<file path="src/rtl/fetch_ctrl_s.sv">
// ----------------------------------------------------------------------------
// fetch_ctrl_s -- fetch-stage sequencer.
//
// Owns the fetch PC and drives the instruction ROM address/enable. One ROM
// read is issued per un-stalled cycle. Each read carries a {valid, pc} tag
// through a pipe that is ROM_LATENCY stages deep, so the tail tag always
// lines up with rom_instr_i. Stalls freeze everything. Redirects reload the
// PC and kill every in-flight tag. The IF/ID bundle {valid, pc, instr} is
// registered.
//
// Optional build macro: FETCH_PERF_EN
//   Adds the saturating counters perf_stall_cnt and perf_redirect_cnt.
//
// Handshake: there is no valid/ready pair here. The downstream stage
// back-pressures through stall_i. While stall_i is high and redirect_i is
// low, the bundle is held unchanged. if_valid_o marks a bundle that holds a
// real, non-killed instruction.
//
// Ports:
//   clk, reset        rising-edge clock, synchronous active-high reset
//   stall_i           freeze fetch (PC, tags, bundle, FSM)
//   redirect_i        one-cycle taken branch/jump; has priority over stall_i
//   redirect_pc_i     redirect target (bits [1:0] ignored)
//   rom_addr_o        ROM word address = fetch_pc[ADDR_W+1:2]
//   rom_en_o          ROM read / output-register enable
//   rom_instr_i       ROM data, ROM_LATENCY enabled cycles after address
//   if_valid_o        bundle holds a real instruction
//   if_pc_o           PC of if_instr_o
//   if_instr_o        fetched instruction
//   busy_o            high while in BOOT or REFILL
//   dbg_state_o       FSM state (0=BOOT, 1=RUN, 2=REFILL)
//   perf_stall_cnt    (FETCH_PERF_EN) stall cycles without redirect
//   perf_redirect_cnt (FETCH_PERF_EN) redirect cycles
// ----------------------------------------------------------------------------
module fetch_ctrl_s #(
    parameter logic [31:0] PC_RESET    = 32'h0000_0000,
    parameter int          ROM_LATENCY = 1,
    parameter int          ADDR_W      = 10
) (
    input  logic              clk,
    input  logic              reset,
    input  logic              stall_i,
    input  logic              redirect_i,
    input  logic [31:0]       redirect_pc_i,
    output logic [ADDR_W-1:0] rom_addr_o,
    output logic              rom_en_o,
    input  logic [31:0]       rom_instr_i,
    output logic              if_valid_o,
    output logic [31:0]       if_pc_o,
    output logic [31:0]       if_instr_o,
    output logic              busy_o,
    output logic [1:0]        dbg_state_o
`ifdef FETCH_PERF_EN
    ,
    output logic [31:0]       perf_stall_cnt,
    output logic [31:0]       perf_redirect_cnt
`endif
);

    localparam logic [1:0] S_BOOT    = 2'd0;
    localparam logic [1:0] S_RUN     = 2'd1;
    localparam logic [1:0] S_REFILL  = 2'd2;
    localparam logic [1:0] FILL_LAST = 2'(ROM_LATENCY - 1);

    logic [31:0]            r_fetch_pc;
    logic [ROM_LATENCY-1:0] r_tag_v;
    logic [31:0]            r_tag_pc [ROM_LATENCY];
    logic [1:0]             r_state;
    logic [1:0]             r_fill_cnt;
    logic                   r_if_valid;
    logic [31:0]            r_if_pc;
    logic [31:0]            r_if_instr;

    logic                   w_advance;
    logic [31:0]            w_redirect_pc;
    logic                   w_tail_v;
    logic [31:0]            w_tail_pc;

    assign w_advance     = !stall_i && !redirect_i;
    assign w_redirect_pc = redirect_pc_i & 32'hFFFF_FFFC;
    assign w_tail_v      = r_tag_v[ROM_LATENCY-1];
    assign w_tail_pc     = r_tag_pc[ROM_LATENCY-1];

    // The ROM is also enabled in the redirect cycle. Whatever it captures
    // then lines up with tags that were just cleared, so it is never
    // marked valid.
    assign rom_en_o    = !stall_i || redirect_i;
    assign rom_addr_o  = r_fetch_pc[ADDR_W+1:2];
    assign if_valid_o  = r_if_valid;
    assign if_pc_o     = r_if_pc;
    assign if_instr_o  = r_if_instr;
    assign busy_o      = (r_state != S_RUN);
    assign dbg_state_o = r_state;

    // Fetch PC. Incrementing by 4 wraps naturally at 32 bits.
    always_ff @(posedge clk) begin
        if (reset) begin
            r_fetch_pc <= PC_RESET;
        end else if (redirect_i) begin
            r_fetch_pc <= w_redirect_pc;
        end else if (w_advance) begin
            r_fetch_pc <= r_fetch_pc + 32'd4;
        end
    end

    // Tag pipe. It shifts only on advancing cycles, just as the ROM pipe
    // shifts only when enabled, so head and tail stay matched to the ROM.
    always_ff @(posedge clk) begin
        if (reset) begin
            r_tag_v <= '0;
            for (int k = 0; k < ROM_LATENCY; k++) begin
                r_tag_pc[k] <= '0;
            end
        end else if (redirect_i) begin
            r_tag_v <= '0;
        end else if (w_advance) begin
            r_tag_v[0]  <= 1'b1;
            r_tag_pc[0] <= r_fetch_pc;
            for (int k = 1; k < ROM_LATENCY; k++) begin
                r_tag_v[k]  <= r_tag_v[k-1];
                r_tag_pc[k] <= r_tag_pc[k-1];
            end
        end
    end

    // IF/ID bundle. On a redirect, pc/instr keep their last values and only
    // the valid bit drops.
    always_ff @(posedge clk) begin
        if (reset) begin
            r_if_valid <= 1'b0;
            r_if_pc    <= '0;
            r_if_instr <= '0;
        end else if (redirect_i) begin
            r_if_valid <= 1'b0;
        end else if (w_advance) begin
            r_if_valid <= w_tail_v;
            r_if_pc    <= w_tail_pc;
            r_if_instr <= rom_instr_i;
        end
    end

    // BOOT/REFILL wait ROM_LATENCY advancing cycles for the pipe to fill
    // before RUN.
    always_ff @(posedge clk) begin
        if (reset) begin
            r_state    <= S_BOOT;
            r_fill_cnt <= '0;
        end else if (redirect_i) begin
            r_state    <= S_REFILL;
            r_fill_cnt <= '0;
        end else if (w_advance && (r_state != S_RUN)) begin
            if (r_fill_cnt == FILL_LAST) begin
                r_state    <= S_RUN;
                r_fill_cnt <= '0;
            end else begin
                r_fill_cnt <= r_fill_cnt + 2'd1;
            end
        end
    end

`ifdef FETCH_PERF_EN
    logic [31:0] r_perf_stall;
    logic [31:0] r_perf_redirect;

    always_ff @(posedge clk) begin
        if (reset) begin
            r_perf_stall    <= '0;
            r_perf_redirect <= '0;
        end else begin
            if (stall_i && !redirect_i && (r_perf_stall != 32'hFFFF_FFFF)) begin
                r_perf_stall <= r_perf_stall + 32'd1;
            end
            if (redirect_i && (r_perf_redirect != 32'hFFFF_FFFF)) begin
                r_perf_redirect <= r_perf_redirect + 32'd1;
            end
        end
    end

    assign perf_stall_cnt    = r_perf_stall;
    assign perf_redirect_cnt = r_perf_redirect;
`endif

endmodule

</file>
<file path="config.mk">
export PLATFORM = sky130hd
export DESIGN_NAME = fetch_ctrl_s
export DESIGN_NICKNAME = d
export VERILOG_FILES = /design/src/rtl/fetch_ctrl_s.sv
export SDC_FILE = /design/constraint.sdc
export NUM_CORES = 1
export LEC_CHECK = 0
export ABC_AREA = 1
export BUFFER_PORTS_ARGS = -buffer_cell sky130_fd_sc_hd__buf_2
export CORE_MARGIN = 2
export CORE_UTILIZATION = 45
export DETAILED_ROUTE_END_ITERATION = 12
export HOLD_SLACK_MARGIN = 0.08
export PLACE_DENSITY_LB_ADDON = 0.3
export RECOVER_POWER = 100
export SYNTH_ARGS = -nofsm -noshare
export SYNTH_HDL_FRONTEND = slang
export SYNTH_SLANG_ARGS = --single-unit
export TNS_END_PERCENT = 30
</file>
<file path="constraint.sdc">
create_clock -name clk -period 2.4 [get_ports clk]
set_clock_uncertainty 0.1 [all_clocks]
set_input_delay 0.48 -clock clk [delete_from_list [all_inputs] [get_ports clk]]
set_output_delay 0.48 -clock clk [all_outputs]
set_load 0.02 [all_outputs]
</file>
==> impl_metrics.ini <==
[run_status]
status = complete, no violations

[timing]
fin_tns_setup_ps = 0
setup_viol = 0
slew_headroom_pct = 24.37
slew_violations = 0
fmax_ghz = 0.4810
fin_crit_ps = 2079
final-hold-violation-count = 0
rsz0062_at_grt = no
worstMarginPinSlew_ps = 1134
finalCritPeriodShare_pct = 86.62

[place]
dpl_cell_area_um2 = 6497
gp_congestion = 0.9461
port-buffer-count = 142
hpwl_mm = 9.749

[grt]
grt_pass1_wl_mm = 22.23
grt_max_degree = 69
first_global_vias = 4692
grt_overflow = 0
antenna_found_initial = 0
gr-usage-all-layers_pct = 21.15

[route]
drtIter0Drc = 350
vias = 5098
drt_first_pass_iters = 5
post-route-drc-count = 0
viasPerCell = 4.742
routedWlPerCell_um = 13.09
ant_nets = 0
totalWireLength_mm = 14.07

[setup_path]
cp.buffers_inverters = 3
worst_r2r_path_depth = 10
worstSetupPathType = in -> out
worstPathCellList = clkbuf_1, nor2_4, inv_1, buf_2
slowest_delay_ps = 370
start_kind = primary input
path_delay_family = buffers and inverters
path_depth = 4
path_max_fanout = 9
required_ps = 1820
crit_arrival_ps = 1500
cp-end-kind = primary output
cp_slowest_cell = clkbuf_1

[job]
drv_cap = 0

[floorplanning]
fp.dieW_um = 116.6
design.core.area_um2 = 12520
std_cell_rows = 41
die_h_um = 116.6
dieArea_um2 = 13600
start_util_pct = 45.61
io_pins = 147

[cts]
hold_buffers = 0
clk_transition_reported_paths_ps = 50
cts_tree = done
cts_resized = 0
cts_setup_buffers = 0
numCtsBuffers = 17
clockRootBuffer = clkbuf_16
clockBufferDepth = 2
clock_latency_ps = 420
cts_num_sinks = 128
h-tree-depth = 4

[synth]
avgSynthCellArea_um2 = 7.502
yosysWarnings = 0
ys_seq_elements = 128
synth_largest_area_cell = dfxtp_1
seq_area_frac_synth_pct = 50.14
netlist_area_um2 = 5709
yosysUniqueCellTypes = 29
syn_inst = 761
netlist.area_leader.share_pct = 34.36
ys_top_cells_by_area = dfxtp_1, nand2_1, edfxtp_1

[pwr]
ir_drop_uv = 499.1
power_density_nw_per_um2 = 784.8
internal_power_mw = 4.164
pwr-share-clk_pct = 47.9
p_leak_nw = 3.068
combinationalPowerShare_pct = 8.4
sw_frac_of_total_pct = 23.68
pwr-share-seq_pct = 43.7
power.switching_mw = 1.292

[min_path]
hold_path.class = in -> reg
worst_hold_path.num_cells = 3

[finish]
finish.instance_area_um2 = 6953
diodes = 0
drive_above_1_share_pct = 12.74
nNetsFinal = 961
area_growth_pct = 21.78
## flip-flops by register name, indices dropped and copies added, names as in the netlist
register and count:
dbg_state_o 2, if_instr_o 32, if_pc_o 30, if_valid_o 1, r_fetch_pc 30, r_fill_cnt 2, r_tag_pc 30, r_tag_v 1
## final timing paths
| check | startpoint | end | slack, ps |
|---|---|---|---|
| hold / removal | rom_instr_i[17] | if_instr_o[17]$_SDFFE_PP0P_ | 150 |
| setup / recovery | redirect_i | rom_en_o | 320 |
| hold reg to reg | r_tag_pc[0][12]$_SDFFCE_PN0P_ | if_pc_o[12]$_SDFFE_PP0P_ | 330 |
| setup reg to reg | r_fetch_pc[3]$_SDFFE_PP0P_ | r_fetch_pc[22]$_SDFFE_PP0P_ | 520 |
## layout make-up
class | instances | area [um2]
clock buffers | 22 | 474.2
clock inverters | 10 | 133.9
flip-flops and latches | 128 | 2863
multi-input cells | 521 | 2313
inverters | 68 | 255.2
well taps | 172 | 215.2
repair buffers | 154 | 698.2
fillers | 1257 | 5564
## power groups by stage
stage	combinational (mW)	clock [mW]	sequential, mW
3_3_place_gp	0.481	0	2.42
2_1_floorplan	0.261	0	2.47
6_report	0.461	2.61	2.38
3_5_place_dp	0.484	0	2.43
4_1_cts	0.487	2.65	2.38
5_1_grt	0.519	2.75	2.40
## per-layer routing
metal  routed length [um]  GRT usage [%]
met4                  200          5.804
met2                 6210          34.65
met3                 1090          6.435
met1                 6571          27.31
met5                    0              0
## cells in the final DEF (no fill, tap or decap), drive strengths merged
master	Yosys	routed
clkinvlp	0	2
conb	1	2
a21oi	26	26
nor2	93	93
xor2	13	13
inv	67	68
clkbuf	5	104
a211oi	1	1
a221oi	1	1
nand4	1	1
nand3	79	79
ha	3	3
a31oi	4	4
nor4	1	1
bufinv	0	3
o21ai	31	31
dfxtp	98	98
nand2	266	266
clkinv	1	5
edfxtp	30	30
buf	40	72
## stage by stage
stage          total power [mW]  setup WS, ps  instances  utilization (%)  hold WS [ps]
6_report                  5.456         321.0       1075            55.55         150.3
5_1_grt                   5.669         250.9       1075            55.55         144.4
4_1_cts                   5.517         581.7       1075            56.77         141.9
3_5_place_dp              2.909         436.5       1043            51.91         319.2
3_3_place_gp              2.903         487.0       1043            51.91         315.3
2_1_floorplan             2.730         89.03        762                -         311.9
## worst min-delay path: stages
cell and delay, ps:
buf_2 70, nand2_1 40, nand2_1 40
## synthesized netlist by cell type, drive strengths merged
master  number
a211oi       1
a21oi       26
a221oi       1
a31oi        4
buf         40
clkbuf       5
clkinv       1
conb         1
dfxtp       98
edfxtp      30
ha           3
inv         67
nand2      266
nand3       79
nand4        1
nor2        93
nor4         1
o21ai       31
xor2        13
## kinds of logic (layout without fill, tap and decap cells)
group / count (synthesis) / in the layout / share of synthesized area, %
flip-flops: 128 / 128 / 50.14
AO/OA/AOI/OAI: 63 / 63 / 5.786
XOR/XNOR: 13 / 13 / 1.994
other: 1 / 2 / 0.06568
adder cells (fa/ha/maj): 3 / 3 / 0.6575
AND/OR/NAND/NOR: 440 / 440 / 32.61
buffers and inverters: 113 / 254 / 8.744
Power figures use the tool's default switching activity.
